## config.mk

```make
export PLATFORM = sky130hd
export DESIGN_NAME = lcd_scanout
export DESIGN_NICKNAME = d
export VERILOG_FILES = /design/src/rtl/lcd_scanout.sv
export SDC_FILE = /design/constraint.sdc
export NUM_CORES = 1
export LEC_CHECK = 0
export ABC_AREA = 1
export ABC_CLOCK_PERIOD_IN_PS = 4400
export CAP_MARGIN = 20
export CORE_MARGIN = 2
export CORE_UTILIZATION = 56
export CTS_BUF_LIST = sky130_fd_sc_hd__clkbuf_16
export CTS_CLUSTER_DIAMETER = 30
export DETAILED_ROUTE_END_ITERATION = 10
export PLACE_DENSITY = 0.83
export SLEW_MARGIN = 25
export SYNTH_ARGS = -nofsm -noshare
export SYNTH_HDL_FRONTEND = slang
export SYNTH_SLANG_ARGS = --single-unit
```

## constraint.sdc

```tcl
create_clock -name mck -period 4.4 [get_ports mck]
set_clock_uncertainty 0.05 [all_clocks]
set_input_delay 0.88 -clock mck [delete_from_list [all_inputs] [get_ports mck]]
set_output_delay 0.88 -clock mck [all_outputs]
set_load 0.005 [all_outputs]
```

## src/rtl/lcd_scanout.sv

```systemverilog
// lcd_scanout: scans the 640x64 Z88 image out of nibble-wide VRAM onto a
// 640x480 raster. Each Z88 line is shown four times inside a vertical window;
// the rest of the active area is border. Everything advances on pce ticks.
module lcd_scanout #(
    parameter int unsigned H_ACTIVE = 640,
    parameter int unsigned H_FP     = 16,
    parameter int unsigned H_SYNC   = 96,
    parameter int unsigned H_BP     = 48,
    parameter int unsigned V_ACTIVE = 480,
    parameter int unsigned V_FP     = 10,
    parameter int unsigned V_SYNC   = 2,
    parameter int unsigned V_BP     = 33,
    parameter int unsigned V_START  = 112,
    parameter logic [11:0] INK      = 12'h0F0,
    parameter logic [11:0] PAPER    = 12'h020,
    parameter logic [11:0] BORDER   = 12'h000
) (
    input  logic        mck,
    input  logic        rin_n,
    input  logic        pce,
    input  logic        lcdon,
    output logic [13:0] vram_ra,
    input  logic [3:0]  vram_rd,
    output logic [11:0] rgb,
    output logic        hsync_n,
    output logic        vsync_n,
    output logic        de,
    output logic        sof
);
    localparam int unsigned HTotal = H_ACTIVE + H_FP + H_SYNC + H_BP;
    localparam int unsigned VTotal = V_ACTIVE + V_FP + V_SYNC + V_BP;

    localparam logic [9:0] HActive   = 10'(H_ACTIVE);
    localparam logic [9:0] HLast     = 10'(HTotal - 1);
    // Group 0 of the next line is fetched four pixels before the line wraps.
    localparam logic [9:0] HPrefetch = 10'(HTotal - 4);
    // Groups 1.. are fetched one group ahead; the last issue is at H_ACTIVE-8.
    localparam logic [9:0] HIssueEnd = 10'(H_ACTIVE - 4);
    localparam logic [9:0] HSyncBeg  = 10'(H_ACTIVE + H_FP);
    localparam logic [9:0] HSyncEnd  = 10'(H_ACTIVE + H_FP + H_SYNC);
    localparam logic [9:0] VActive   = 10'(V_ACTIVE);
    localparam logic [9:0] VLast     = 10'(VTotal - 1);
    localparam logic [9:0] VSyncBeg  = 10'(V_ACTIVE + V_FP);
    localparam logic [9:0] VSyncEnd  = 10'(V_ACTIVE + V_FP + V_SYNC);
    localparam logic [9:0] VWinBeg   = 10'(V_START);
    localparam logic [9:0] VWinEnd   = 10'(V_START + 256);

    logic [9:0]  r_h, r_v;
    logic [13:0] r_ra;
    logic [3:0]  r_nxt, r_shift;
    logic [11:0] r_rgb;
    logic        r_hsync_n, r_vsync_n, r_de, r_sof;

    logic [9:0]  w_h_next, w_v_next, w_v_plus1;
    logic        w_active, w_window, w_hsync_n, w_vsync_n;
    logic        w_prefetch, w_issue, w_tgt_in_win, w_pixel;
    logic [9:0]  w_tgt_line, w_tgt_off;
    logic [5:0]  w_zline;
    logic [7:0]  w_group;
    logic [13:0] w_ra;
    logic [11:0] w_rgb;

    // Raster position arithmetic and region decode for the current (h,v).
    always_comb begin
        w_v_plus1 = (r_v == VLast) ? 10'd0 : r_v + 10'd1;
        w_h_next  = (r_h == HLast) ? 10'd0 : r_h + 10'd1;
        w_v_next  = (r_h == HLast) ? w_v_plus1 : r_v;
        w_active  = (r_h < HActive) && (r_v < VActive);
        w_window  = w_active && (r_v >= VWinBeg) && (r_v < VWinEnd);
        w_hsync_n = !((r_h >= HSyncBeg) && (r_h < HSyncEnd));
        w_vsync_n = !((r_v >= VSyncBeg) && (r_v < VSyncEnd));
    end

    // Fetch address: one group ahead of display, next line's group 0 at the wrap.
    always_comb begin
        w_prefetch    = (r_h == HPrefetch);
        w_tgt_line    = w_prefetch ? w_v_plus1 : r_v;
        w_tgt_off     = w_tgt_line - VWinBeg;
        w_zline       = w_tgt_off[7:2];
        w_group       = w_prefetch ? 8'd0 : r_h[9:2] + 8'd1;
        w_tgt_in_win  = (w_tgt_line >= VWinBeg) && (w_tgt_line < VWinEnd);
        w_issue       = (w_prefetch || ((r_h[1:0] == 2'b00) && (r_h < HIssueEnd)))
                        && w_tgt_in_win;
        // zline*160 as shift-and-add
        w_ra          = {1'b0, w_zline, 7'b0} + {3'b0, w_zline, 5'b0} + {6'b0, w_group};
    end

    // Pixel bit and colour priority: blank, border, LCD off, ink/paper.
    always_comb begin
        w_pixel = (r_h[1:0] == 2'b00) ? r_nxt[3] : r_shift[2];
        if (!w_active) begin
            w_rgb = 12'h000;
        end else if (!w_window) begin
            w_rgb = BORDER;
        end else if (!lcdon) begin
            w_rgb = PAPER;
        end else begin
            w_rgb = w_pixel ? INK : PAPER;
        end
    end

    // Raster counters advance once per pce tick.
    always_ff @(posedge mck) begin
        if (!rin_n) begin
            r_h <= 10'd0;
            r_v <= 10'd0;
        end else if (pce) begin
            r_h <= w_h_next;
            r_v <= w_v_next;
        end
    end

    // Registered video outputs for the pre-increment position; sof lasts one mck.
    always_ff @(posedge mck) begin
        if (!rin_n) begin
            r_rgb     <= 12'h000;
            r_de      <= 1'b0;
            r_hsync_n <= 1'b1;
            r_vsync_n <= 1'b1;
            r_sof     <= 1'b0;
        end else begin
            r_sof <= 1'b0;
            if (pce) begin
                r_rgb     <= w_rgb;
                r_de      <= w_active;
                r_hsync_n <= w_hsync_n;
                r_vsync_n <= w_vsync_n;
                r_sof     <= (r_h == 10'd0) && (r_v == 10'd0);
            end
        end
    end

    // Fetch pipeline: issue address, capture nibble, load/shift pixel register.
    always_ff @(posedge mck) begin
        if (!rin_n) begin
            r_ra    <= 14'd0;
            r_nxt   <= 4'd0;
            r_shift <= 4'd0;
        end else if (pce) begin
            if (w_issue) begin
                r_ra <= w_ra;
            end
            if (r_h[1:0] == 2'b01) begin
                r_nxt <= vram_rd;
            end
            if (r_h[1:0] == 2'b00) begin
                r_shift <= r_nxt;
            end else begin
                r_shift <= {r_shift[2:0], 1'b0};
            end
        end
    end

    assign vram_ra = r_ra;
    assign rgb     = r_rgb;
    assign hsync_n = r_hsync_n;
    assign vsync_n = r_vsync_n;
    assign de      = r_de;
    assign sof     = r_sof;

endmodule

```

## Yosys cells after proc, flatten, opt, wreduce, memory -nomap -nowiden

Index checks and enable logic that the tools add are counted.

- Flip-flop bits (word level): 57
- Input port bits: 8
- Output and inout port bits: 30
- Logic and storage cells: 60

- $add $sub $neg: 6
- Order comparisons: 11
- Equality and inequality tests: 4
- Mux-type cells: 10
- Reduce and logical (&&, ||, !) cells: 19

Operators by type and width:

| cell | number |
|---|---|
| < comparator 10 x 9 -> 1 bit, second input constant | 4 |
| 2-to-1 mux 8 bit | 5 |
| == test 10 bit, second input constant | 3 |
| < comparator 10 bit, second input constant | 3 |
| 2-to-1 mux 10 bit | 3 |
| adder 10 x 1 -> 10 bit, second input constant | 2 |
| greater-or-equal comparator 10 x 7 -> 1 bit, second input constant | 2 |
| zero test 10 bit | 2 |
| adder 13 x 11 -> 14 bit | 1 |
| adder 14 x 8 -> 14 bit | 1 |
| greater-or-equal comparator 10 bit, second input constant | 1 |
| greater-or-equal comparator 10 x 9 -> 1 bit, second input constant | 1 |
| logical AND 1 bit | 9 |
| adder 8 x 1 -> 8 bit, second input constant | 1 |
| AND reduction 2 bit | 4 |
| subtractor 8 x 7 -> 8 bit, second input constant | 1 |
| 2-to-1 mux 3 bit | 1 |
| == test 2 x 1 -> 1 bit, second input constant | 1 |
| zero test 1 bit | 2 |
| zero test 2 bit | 1 |
| logical OR 1 bit | 1 |
| 2-to-1 mux 1 bit | 1 |

## Longest topological paths before layout

Gate-level depths: netlist (run 1).

- Depth after elaboration: 7
- Mapped depth: 25
- Depth with buffers taken out: 25

## Least setup slack after synthesis (run 1)

No wires, ideal clock.

- Path type: register to register
- From: reg r_h[1]
- To: reg r_ra[12], in the netlist vram_ra[12]
- Setup time: 0.111 ns
- Data arrival time: 3.134 ns
- Data required time: 4.239 ns
- Setup slack: 1.105 ns
- Cell stages (with the launch flop): 24
- Buffers on the path: 0
- Clock period less this slack: 3.295 ns
- Cells stage by stage: dfxtp_1 > inv_1 > ha_1 > nand2_1 > inv_2 > nand3_1 > nor2_2 > inv_2 > o21ai_2 > ha_1 > xor2_1 > inv_1 > ha_1 > ha_1 > a21oi_1 > o21ai_0 > nand2_1 > nand2_1 > a21oi_1 > inv_1 > nand3_1 > nand2_1 > nor2_1 > nor2_1

- Longest elaborated chain between the ends: 6
- Elaborated cells between the ends (all ways): 15
- Classes of those cells: add/sub: 3; order compare: 3; eq/ne: 1; mux: 2; reduce/logical: 6

RTL lines:

| what | line | source |
|---|---|---|
| start: declaration | 48 | `logic [9:0] r_h, r_v;` |
| start signal: assignment | 108 | `r_h <= w_h_next;` |
| branches (longest 6 deep; another with adder 13 x 11 -> 14 bit) | -- |  |
| end signal: assignment | 141 | `r_ra <= w_ra;` |
| end: declaration | 49 | `logic [13:0] r_ra;` |

Parallel ways; which one is timed is not known.
A chain may end at the register's enable or synchronous reset.

## Worst setup path in the final report (run 1)

Ends and elaborated chain as after synthesis.

==> report_table.html, run 1 <==
<table>
<tr><th>Metric</th><th>Value</th></tr>
<tr><th colspan="2">Finish</th></tr>
<tr><td>Number of antenna diodes</td><td>0</td></tr>
<tr><td>Post-route cell area</td><td>about 3500 µm²</td></tr>
<tr><td>Area overhead of the layout relative to synthesis</td><td>13.0%</td></tr>
<tr><td>Number of fillers in the final layout</td><td>500</td></tr>
<tr><td>Sequential cell area</td><td>approximately 940 µm²</td></tr>
<tr><td>Number of nets in the finished design</td><td>approximately 520</td></tr>
<tr><td>Fraction of layout instances using a drive strength above 1</td><td>0.0760</td></tr>
<tr><td>Multi-input logic area</td><td>1800 µm²</td></tr>
<tr><th colspan="2">Worst setup path</th></tr>
<tr><td>Top fanout value on the critical path</td><td>8</td></tr>
<tr><td>R2R depth</td><td>23</td></tr>
<tr><td>Kind of critical path</td><td>flop to flop</td></tr>
<tr><td>Arr. time, crit path</td><td>between 3 and 4 ns</td></tr>
<tr><td>Critical path endpoint category</td><td>flop</td></tr>
<tr><td>Sort of element at the start of the critical path</td><td>flop</td></tr>
<tr><td>Worst EP required</td><td>roughly 4.5 ns</td></tr>
<tr><th colspan="2">Floorplan</th></tr>
<tr><td>Total number of placement rows</td><td>27</td></tr>
<tr><td>Die footprint</td><td>about 6200 µm²</td></tr>
<tr><td>Die width</td><td>78.7 µm</td></tr>
<tr><td>Initial Util</td><td>0.575</td></tr>
<tr><td>Num ports</td><td>38</td></tr>
<tr><td>Die Ht</td><td>roughly 80 µm</td></tr>
<tr><td>Core area</td><td>between 5000 and 6000 µm²</td></tr>
<tr><th colspan="2">Drt</th></tr>
<tr><td>Iter 0 DRT Violations</td><td>between 200 and 300</td></tr>
<tr><td>Wire length per cell</td><td>approximately 14 µm</td></tr>
<tr><td>DR DRC count</td><td>0</td></tr>
<tr><td>First-pass iteration count of the detailed router</td><td>5</td></tr>
<tr><td>Vias post-DR</td><td>~3000</td></tr>
<tr><td>Via/cell ratio</td><td>5.38</td></tr>
<tr><td>Antenna violation net count after detailed routing</td><td>0</td></tr>
<tr><td>Sum of routed wire length over all layers</td><td>between 7 and 8 mm</td></tr>
<tr><th colspan="2">Yosys</th></tr>
<tr><td>Share of async-settable or async-resettable flops after synthesis</td><td>0</td></tr>
<tr><td>Synthesized area</td><td>3130 µm²</td></tr>
<tr><td>Top cells by area in the synthesized netlist</td><td>sky130_fd_sc_hd__dfxtp_1 (30%), sky130_fd_sc_hd__nand2_1 (13%), sky130_fd_sc_hd__ha_1 (7.6%), sky130_fd_sc_hd__inv_1 (7.2%), sky130_fd_sc_hd__nor2_1 (7.0%)</td></tr>
<tr><td>Most numerous cell in the Yosys netlist</td><td>sky130_fd_sc_hd__nand2_1</td></tr>
<tr><td>Ys Warns</td><td>0</td></tr>
<tr><td>Yosys top cell area share</td><td>0.301</td></tr>
<tr><td>Cell accounting for the most synthesized area</td><td>sky130_fd_sc_hd__dfxtp_1</td></tr>
<tr><td>Flip-flop and latch count after synthesis</td><td>47</td></tr>
<tr><td>Avg Synthesized Cell Area</td><td>6.75 µm²</td></tr>
<tr><td>Number of distinct standard cells referenced by the synthesized netlist</td><td>43</td></tr>
<tr><td>Number of enable-type register cells in the synthesized netlist</td><td>0</td></tr>
<tr><td>Proportion of synthesized chip area in sequential cells</td><td>0.301</td></tr>
<tr><td>Post-synth top flop</td><td>sky130_fd_sc_hd__dfxtp_1</td></tr>
<tr><td>Synth cell count leaders</td><td>sky130_fd_sc_hd__nand2_1 (108), sky130_fd_sc_hd__inv_1 (60), sky130_fd_sc_hd__nor2_1 (58)</td></tr>
<tr><td>Instance count of the mapped netlist</td><td>about 460</td></tr>
<tr><th colspan="2">Clock network</th></tr>
<tr><td>Number of hold-repair buffers added at the cts stage</td><td>0</td></tr>
<tr><td>Num CTS Buffers</td><td>5</td></tr>
<tr><td>Sink count of the clock tree</td><td>between 40 and 50</td></tr>
<tr><td>TritonCTS clock tree</td><td>built</td></tr>
<tr><td>Cell chosen for the clock root</td><td>sky130_fd_sc_hd__clkbuf_16</td></tr>
<tr><td>Setup Fix Bufs, Post-CTS</td><td>0</td></tr>
<tr><td>Clock tree buffer depth</td><td>2</td></tr>
<tr><td>Number of H-tree branching levels</td><td>2</td></tr>
<tr><td>Number of resized instances in the post-cts repair step</td><td>0</td></tr>
<tr><td>Insertion delay to the later sink of the worst-skew pair</td><td>0.29 ns</td></tr>
<tr><td>Clock transition at path regs</td><td>0.07 ns</td></tr>
<tr><th colspan="2">Pwr</th></tr>
<tr><td>Clock power frac</td><td>0.432</td></tr>
<tr><td>Combinational share of power</td><td>0.058</td></tr>
<tr><td>Flop pwr share</td><td>0.510</td></tr>
<tr><td>Pwr Total</td><td>roughly 0.00086 W</td></tr>
<tr><td>Power dissipated by switching net loads</td><td>0.000198 W</td></tr>
<tr><td>P_leak</td><td>between 1.5 and 2 nW</td></tr>
<tr><td>Power density normalized to cell area</td><td>243 nW/µm²</td></tr>
<tr><td>Pint</td><td>0.000659 W</td></tr>
<tr><td>Worst voltage drop across the vdd grid</td><td>around 0.00026 V</td></tr>
<tr><td>Share of total power consumed by net switching</td><td>0.231</td></tr>
<tr><th colspan="2">Global route</th></tr>
<tr><td>Via count of the first global-routing pass</td><td>2790</td></tr>
<tr><td>Antenna violations before repair</td><td>0</td></tr>
<tr><td>Remaining Overflow, GRT</td><td>0</td></tr>
<tr><td>First-pass GRT wire length</td><td>between 10 and 15 mm</td></tr>
<tr><td>Pin count of the biggest net entering global routing</td><td>29</td></tr>
<tr><td>Global Route Usage Sum</td><td>0.250</td></tr>
<tr><th colspan="2">STA</th></tr>
<tr><td>Slew HR</td><td>0.467</td></tr>
<tr><td>Max Transition Viols Final</td><td>0</td></tr>
<tr><td>Worst hold-check slack</td><td>approximately 0.42 ns</td></tr>
<tr><td>Final worst-path setup slack</td><td>0.630 ns</td></tr>
<tr><td>Post-route fraction of the period consumed by the critical path</td><td>0.857</td></tr>
<tr><td>Setup repair after global routing missed its margin</td><td>no</td></tr>
<tr><td>Sum of negative setup slack</td><td>0 ns</td></tr>
<tr><td>Time the worst path needs with I/O delays and setup</td><td>3.77 ns</td></tr>
<tr><td>F_max</td><td>~270 MHz</td></tr>
<tr><td>Slew @ Worst Pin</td><td>0.791 ns</td></tr>
<tr><td>Number of hold violations in the final report</td><td>0</td></tr>
<tr><td>Setup-failing EPs final</td><td>0</td></tr>
<tr><th colspan="2">Worst hold path</th></tr>
<tr><td>Min-Delay Path Depth</td><td>2</td></tr>
<tr><td>Worst hold path class</td><td>flop to flop</td></tr>
<tr><th colspan="2">Run status</th></tr>
<tr><td>Status</td><td>finished clean</td></tr>
<tr><th colspan="2">Placement</th></tr>
<tr><td>DPL Wire Length</td><td>approximately 5.6 mm</td></tr>
<tr><td>RD Place Congestion</td><td>between 0.9 and 1</td></tr>
<tr><td>Post-placement cell area</td><td>approximately 3400 µm²</td></tr>
<tr><td>Pre-CTS setup slack</td><td>approximately 0.69 ns</td></tr>
<tr><td>Total of buffers placed on input and output ports</td><td>29</td></tr>
<tr><th colspan="2">Run</th></tr>
<tr><td>Max-cap violations</td><td>0</td></tr>
</table>
[per-stage QoR]
step,std cells,utilization
2_1_floorplan,470,-
3_3_place_gp,552,0.624
3_5_place_dp,552,0.624
4_1_cts,559,0.650
5_1_grt,559,0.650
6_report,559,0.650
[registers in the layout, summed over array words and instances (netlist names)]
register  cells
vram_ra      14
rgb           2
r_h          10
vsync_n       1
r_shift       3
hsync_n       1
r_v          10
de            1
sof           1
r_nxt         4
[kinds of logic (layout without fill, tap and decap cells)]
kind of cell    count (synthesis)  count (layout)  share of synthesized area
simple gates                  237             237                      0.344
buf+inv                        88             105                      0.132
compound gates                 62              62                      0.114
flops                          47              47                      0.301
fa+ha+maj                      21              21                     0.0888
xor+xnor                        7               7                     0.0196
other cells                     1               8                    0.00120
[layout by cell type, fill, tap and decap left out, drive strengths merged, types with 6 or more instances in the layout]
master / instances
a21oi: 20
clkdlybuf4s50: 29
conb: 8
dfxtp: 47
ha: 19
inv: 65
nand2: 122
nand3: 26
nand4: 7
nor2: 62
nor3: 10
o211ai: 6
o21ai: 20
o22ai: 7
[power by group through the flow]
stage               combinational [W]  clock, W  sequential, W
floorplan                   0.0000360         0       0.000445
global placement            0.0000476         0       0.000446
detailed placement          0.0000486         0       0.000447
CTS                         0.0000491  0.000370       0.000437
global route                0.0000555  0.000388       0.000438
finish                      0.0000496  0.000370       0.000437
[cell type report]
class,instances,share of cell area
sequential,47,0.266
timing repair buffer,31,0.0864
tap,72,0.0255
inverter,67,0.0729
clock inverter,2,0.00390
clock buffer,5,0.0354
multi-input combinational,335,0.510
[worst max-delay path, stage by stage (launching register included)]
cell and delay [ns]:
sky130_fd_sc_hd__dfxtp_1 0.32, sky130_fd_sc_hd__inv_1 0.15, sky130_fd_sc_hd__ha_1 0.28, sky130_fd_sc_hd__nand2_1 0.09, sky130_fd_sc_hd__inv_2 0.08, sky130_fd_sc_hd__nand3_1 0.09
sky130_fd_sc_hd__nor2_2 0.15, sky130_fd_sc_hd__inv_2 0.10, sky130_fd_sc_hd__o21ai_2 0.23, sky130_fd_sc_hd__ha_1 0.24, sky130_fd_sc_hd__xor2_1 0.16, sky130_fd_sc_hd__inv_1 0.10
sky130_fd_sc_hd__ha_1 0.28, sky130_fd_sc_hd__ha_1 0.36, sky130_fd_sc_hd__a21oi_1 0.18, sky130_fd_sc_hd__o21ai_0 0.16, sky130_fd_sc_hd__nand2_1 0.09, sky130_fd_sc_hd__nand2_1 0.06
sky130_fd_sc_hd__a21oi_1 0.17, sky130_fd_sc_hd__inv_1 0.07, sky130_fd_sc_hd__nand3_1 0.08, sky130_fd_sc_hd__nand2_1 0.05, sky130_fd_sc_hd__nor2_1 0.08, sky130_fd_sc_hd__nor2_1 0.05
[worst paths after layout]
check                   from          end  slack [ns]
hold / removal    r_shift[0]   r_shift[0]        0.42
hold reg to reg   r_shift[0]   r_shift[0]        0.42
setup / recovery      r_h[1]  vram_ra[12]        0.63
setup reg to reg      r_h[1]  vram_ra[12]        0.63
[metal layers]
metal  part of all wire  global-route usage  wire, µm  vias to the layer above
li1                   -                   -         -                     1503
met5                  0                   0         0                        -
met3              0.070              0.0443       528                       16
met1               0.43               0.314      3260                     1349
met4              0.015              0.0719       116                        0
met2               0.48               0.439      3650                      140
Power figures use the tool's default switching activity.
==> run 2: changes to the inputs <==
--- a/config.mk
+++ b/config.mk
@@ -13,7 +13,7 @@
 export CTS_BUF_LIST = sky130_fd_sc_hd__clkbuf_16
 export CTS_CLUSTER_DIAMETER = 30
 export DETAILED_ROUTE_END_ITERATION = 10
-export PLACE_DENSITY = 0.83
+export PLACE_DENSITY_LB_ADDON = 0.3
 export SLEW_MARGIN = 25
 export SYNTH_ARGS = -nofsm -noshare
 export SYNTH_HDL_FRONTEND = slang
==> run 2 against run 1 <==
Effect of this change:
- sequential share of layout area is 0.10 points lower
- worst setup slack better by 0.00086 ns
- critical path depth stayed put
- sequential cell count stayed put
- non-clock buffer count is 1 higher
- critical endpoint unchanged
- largest cell class unchanged
==> report_table.html, run 2 (same netlist as run 1, synthesis figures left out) <==
<table>
<tr><th>Metric</th><th>Value</th></tr>
<tr><th colspan="2">Run status</th></tr>
<tr><td>Status</td><td>finished clean</td></tr>
<tr><th colspan="2">Finish</th></tr>
<tr><td>Post-route cell area</td><td>3550 µm² (+0.39%)</td></tr>
<tr><td>Commonest non-fill, non-tap cells in the layout</td><td>sky130_fd_sc_hd__nand2_1 (108), sky130_fd_sc_hd__inv_1 (60), sky130_fd_sc_hd__nor2_1 (58), sky130_fd_sc_hd__dfxtp_1 (47), sky130_fd_sc_hd__clkdlybuf4s50_1 (29)</td></tr>
<tr><td>Area overhead of the layout relative to synthesis</td><td>13.4%</td></tr>
<tr><td>Number of fillers in the final layout</td><td>494 (-1.2%)</td></tr>
<tr><td>Number of nets in the finished design</td><td>517 (+0.19%)</td></tr>
<tr><td>Number of antenna diodes</td><td>0 (unchanged)</td></tr>
<tr><td>Number of flip-flops under the largest register name</td><td>14 (unchanged)</td></tr>
<tr><td>Fraction of layout instances using a drive strength above 1</td><td>0.0777 (+0.00173)</td></tr>
<tr><td>Leading cell type in the layout, fill and taps excluded</td><td>sky130_fd_sc_hd__nand2_1</td></tr>
<tr><th colspan="2">Worst setup path</th></tr>
<tr><td>Top cell family by delay on the critical path</td><td>adder cells</td></tr>
<tr><td>Sort of element at the start of the critical path</td><td>flop</td></tr>
<tr><td>Worst flop-to-flop path startpoint</td><td>r_h[1]</td></tr>
<tr><td>Worst EP required</td><td>4.54 ns (about the same)</td></tr>
<tr><td>FF-to-FF setup slack</td><td>0.63 ns (about the same)</td></tr>
<tr><td>Worst-path cell chain</td><td>inv_1 -&gt; ha_1 -&gt; nand2_1 -&gt; inv_2 -&gt; nand3_1 -&gt; nor2_2 -&gt; inv_2 -&gt; o21ai_2 -&gt; ha_1 -&gt; xor2_1 -&gt; inv_1 -&gt; ha_1 -&gt; ha_1 -&gt; a21oi_1 -&gt; o21ai_0 -&gt; nand2_1 -&gt; nand2_1 -&gt; a21oi_1 -&gt; inv_1 -&gt; nand3_1 -&gt; nand2_1 -&gt; nor2_1 -&gt; nor2_1</td></tr>
<tr><td>Top fanout value on the critical path</td><td>8 (unchanged)</td></tr>
<tr><td>Kind of critical path</td><td>flop to flop</td></tr>
<tr><td>Maximum cell stage delay along the critical path</td><td>0.35 ns (about the same)</td></tr>
<tr><td>Critical path endpoint category</td><td>flop</td></tr>
<tr><td>WP buf/inv</td><td>5 (unchanged)</td></tr>
<tr><td>Arr. time, crit path</td><td>3.91 ns (about the same)</td></tr>
<tr><td>Reg2reg end</td><td>vram_ra[12]</td></tr>
<tr><td>Crit path max-delay cell type</td><td>sky130_fd_sc_hd__ha_1</td></tr>
<tr><td>R2R depth</td><td>23 (unchanged)</td></tr>
<tr><th colspan="2">Drt</th></tr>
<tr><td>Wire length per cell</td><td>13.5 µm (-0.22%)</td></tr>
<tr><td>Sum of routed wire length over all layers</td><td>7.56 mm (+0.13%)</td></tr>
<tr><td>Antenna violation net count after detailed routing</td><td>0 (unchanged)</td></tr>
<tr><td>Iter 0 DRT Violations</td><td>255 (-1.9%)</td></tr>
<tr><td>First-pass iteration count of the detailed router</td><td>5 (unchanged)</td></tr>
<tr><td>DR DRC count</td><td>0 (unchanged)</td></tr>
<tr><td>Via/cell ratio</td><td>5.30 (-1.5%)</td></tr>
<tr><td>Vias post-DR</td><td>2973 (-1.2%)</td></tr>
<tr><th colspan="2">Pwr</th></tr>
<tr><td>Pint</td><td>0.000662 W (+0.43%)</td></tr>
<tr><td>Clock power frac</td><td>0.438 (+0.006)</td></tr>
<tr><td>P_leak</td><td>1.64 nW (+0.16%)</td></tr>
<tr><td>Flop pwr share</td><td>0.503 (-0.007)</td></tr>
<tr><td>Combinational share of power</td><td>0.059 (about the same)</td></tr>
<tr><td>Power dissipated by switching net loads</td><td>0.000206 W (+4.1%)</td></tr>
<tr><td>Share of total power consumed by net switching</td><td>0.237 (+0.00651)</td></tr>
<tr><td>Worst voltage drop across the vdd grid</td><td>0.000160 V (-39%)</td></tr>
<tr><td>Power density normalized to cell area</td><td>245 nW/µm² (+0.90%)</td></tr>
<tr><th colspan="2">Clock network</th></tr>
<tr><td>Setup Fix Bufs, Post-CTS</td><td>0 (unchanged)</td></tr>
<tr><td>Clock tree buffer depth</td><td>2 (unchanged)</td></tr>
<tr><td>Clock transition at path regs</td><td>0.06 ns (about the same)</td></tr>
<tr><td>Insertion delay to the later sink of the worst-skew pair</td><td>0.29 ns (about the same)</td></tr>
<tr><td>Number of resized instances in the post-cts repair step</td><td>0 (unchanged)</td></tr>
<tr><td>Number of hold-repair buffers added at the cts stage</td><td>0 (unchanged)</td></tr>
<tr><td>Num CTS Buffers</td><td>5 (unchanged)</td></tr>
<tr><td>TritonCTS clock tree</td><td>built</td></tr>
<tr><td>Cell chosen for the clock root</td><td>sky130_fd_sc_hd__clkbuf_16</td></tr>
<tr><td>Sink count of the clock tree</td><td>47 (unchanged)</td></tr>
<tr><td>Number of H-tree branching levels</td><td>2 (unchanged)</td></tr>
<tr><th colspan="2">STA</th></tr>
<tr><td>F_max</td><td>265 MHz (about the same)</td></tr>
<tr><td>Sum of negative setup slack</td><td>0 ns (unchanged)</td></tr>
<tr><td>Max Transition Viols Final</td><td>0 (unchanged)</td></tr>
<tr><td>Post-route fraction of the period consumed by the critical path</td><td>0.857 (about the same)</td></tr>
<tr><td>Final worst-path setup slack</td><td>0.631 ns (+0.000856 ns)</td></tr>
<tr><td>Setup-failing EPs final</td><td>0 (unchanged)</td></tr>
<tr><td>Number of hold violations in the final report</td><td>0 (unchanged)</td></tr>
<tr><td>Setup repair after global routing missed its margin</td><td>no</td></tr>
<tr><td>Time the worst path needs with I/O delays and setup</td><td>3.77 ns (-0.000856 ns)</td></tr>
<tr><th colspan="2">Floorplan</th></tr>
<tr><td>Total number of placement rows</td><td>27 (unchanged)</td></tr>
<tr><td>Die Ht</td><td>78.7 µm (unchanged)</td></tr>
<tr><td>Die width</td><td>78.7 µm (unchanged)</td></tr>
<tr><td>Initial Util</td><td>0.575 (unchanged)</td></tr>
<tr><td>Die footprint</td><td>6200 µm² (unchanged)</td></tr>
<tr><td>Core area</td><td>5440 µm² (unchanged)</td></tr>
<tr><td>Num ports</td><td>38 (unchanged)</td></tr>
<tr><th colspan="2">Global route</th></tr>
<tr><td>Global Route Usage Sum</td><td>0.257 (+0.00655)</td></tr>
<tr><td>First-pass GRT wire length</td><td>12.7 mm (+1.7%)</td></tr>
<tr><td>Remaining Overflow, GRT</td><td>0 (unchanged)</td></tr>
<tr><td>Via count of the first global-routing pass</td><td>2744 (-1.6%)</td></tr>
<tr><td>Pin count of the biggest net entering global routing</td><td>29 (unchanged)</td></tr>
<tr><td>Antenna violations before repair</td><td>0 (unchanged)</td></tr>
<tr><th colspan="2">Worst hold path</th></tr>
<tr><td>Worst hold path class</td><td>flop to flop</td></tr>
<tr><td>Worst hold path startpoint</td><td>r_shift[0]</td></tr>
<tr><td>Worst Hold Path EP</td><td>r_shift[0]</td></tr>
<tr><td>Min-Delay Path Depth</td><td>2 (unchanged)</td></tr>
<tr><th colspan="2">Placement</th></tr>
<tr><td>Total of buffers placed on input and output ports</td><td>29 (unchanged)</td></tr>
<tr><td>RD Place Congestion</td><td>0.983 (+2.0%)</td></tr>
<tr><td>DPL Wire Length</td><td>5.71 mm (+1.4%)</td></tr>
<tr><td>Post-placement cell area</td><td>3400 µm² (+0.22%)</td></tr>
<tr><td>Pre-CTS setup slack</td><td>0.692 ns (+0.00108 ns)</td></tr>
<tr><th colspan="2">Run</th></tr>
<tr><td>Max-cap violations</td><td>0 (unchanged)</td></tr>
</table>
==> run 2: how the worst max path moves through the flow <==
stage	from	end	depth (start not counted)
floorplan	r_h[1]	vram_ra[12]	23
global placement	r_h[1]	vram_ra[12]	23
detailed placement	r_h[1]	vram_ra[12]	23
CTS	r_h[1]	vram_ra[12]	23
global route	r_h[1]	vram_ra[12]	23
finish	r_h[1]	vram_ra[12]	23
==> run 2: final cells by class <==
type / count / area (µm²) / area share
clock buffer: 5 / 125 / 0.0353
multi-input combinational: 335 / 1800 / 0.508
timing repair buffer: 32 / 313 / 0.0882
tap: 72 / 90.1 / 0.0254
sequential: 47 / 941 / 0.265
inverter: 67 / 258 / 0.0727
clock inverter: 3 / 20.0 / 0.00564
==> run 2: stage by stage <==
step / hold WS (ns) / cells / util / power [W]
floorplan: 0.389 / 470 / - / 0.000481
CTS: 0.421 / 561 / 0.652 / 0.000871
finish: 0.419 / 561 / 0.652 / 0.000868
global placement: 0.404 / 553 / 0.625 / 0.000495
detailed placement: 0.410 / 553 / 0.625 / 0.000496
global route: 0.455 / 561 / 0.652 / 0.000895
==> run 2: worst min-delay path, stage by stage (launching register included) <==
cell and delay (ns):
sky130_fd_sc_hd__dfxtp_1 0.31, sky130_fd_sc_hd__nand2_1 0.06, sky130_fd_sc_hd__a21oi_1 0.05
==> run 2: per-layer routing <==
metal	global-route usage	up-vias	part of all wire
met5	0	-	0
met4	0.105	0	0.026
met3	0.0455	21	0.050
met2	0.430	93	0.48
met1	0.327	1349	0.45
li1	-	1510	-
==> run 2: power by group through the flow <==
| stage | Clock, W | Combinational [W] | Sequential (W) |
|---|---|---|---|
| 2_1_floorplan | 0 | 0.0000360 | 0.000445 |
| 3_3_place_gp | 0 | 0.0000492 | 0.000446 |
| 3_5_place_dp | 0 | 0.0000499 | 0.000446 |
| 4_1_cts | 0.000384 | 0.0000504 | 0.000436 |
| 5_1_grt | 0.000400 | 0.0000577 | 0.000437 |
| 6_report | 0.000380 | 0.0000514 | 0.000437 |
==> run 3: changes to the inputs <==
--- a/config.mk
+++ b/config.mk
@@ -14,6 +14,7 @@
 export CTS_CLUSTER_DIAMETER = 30
 export DETAILED_ROUTE_END_ITERATION = 10
 export PLACE_DENSITY_LB_ADDON = 0.3
+export SKIP_LAST_GASP = 1
 export SLEW_MARGIN = 25
 export SYNTH_ARGS = -nofsm -noshare
 export SYNTH_HDL_FRONTEND = slang
==> results of run 3 <==
No change in the layout: final DEF, timing and power equal those of run 2.
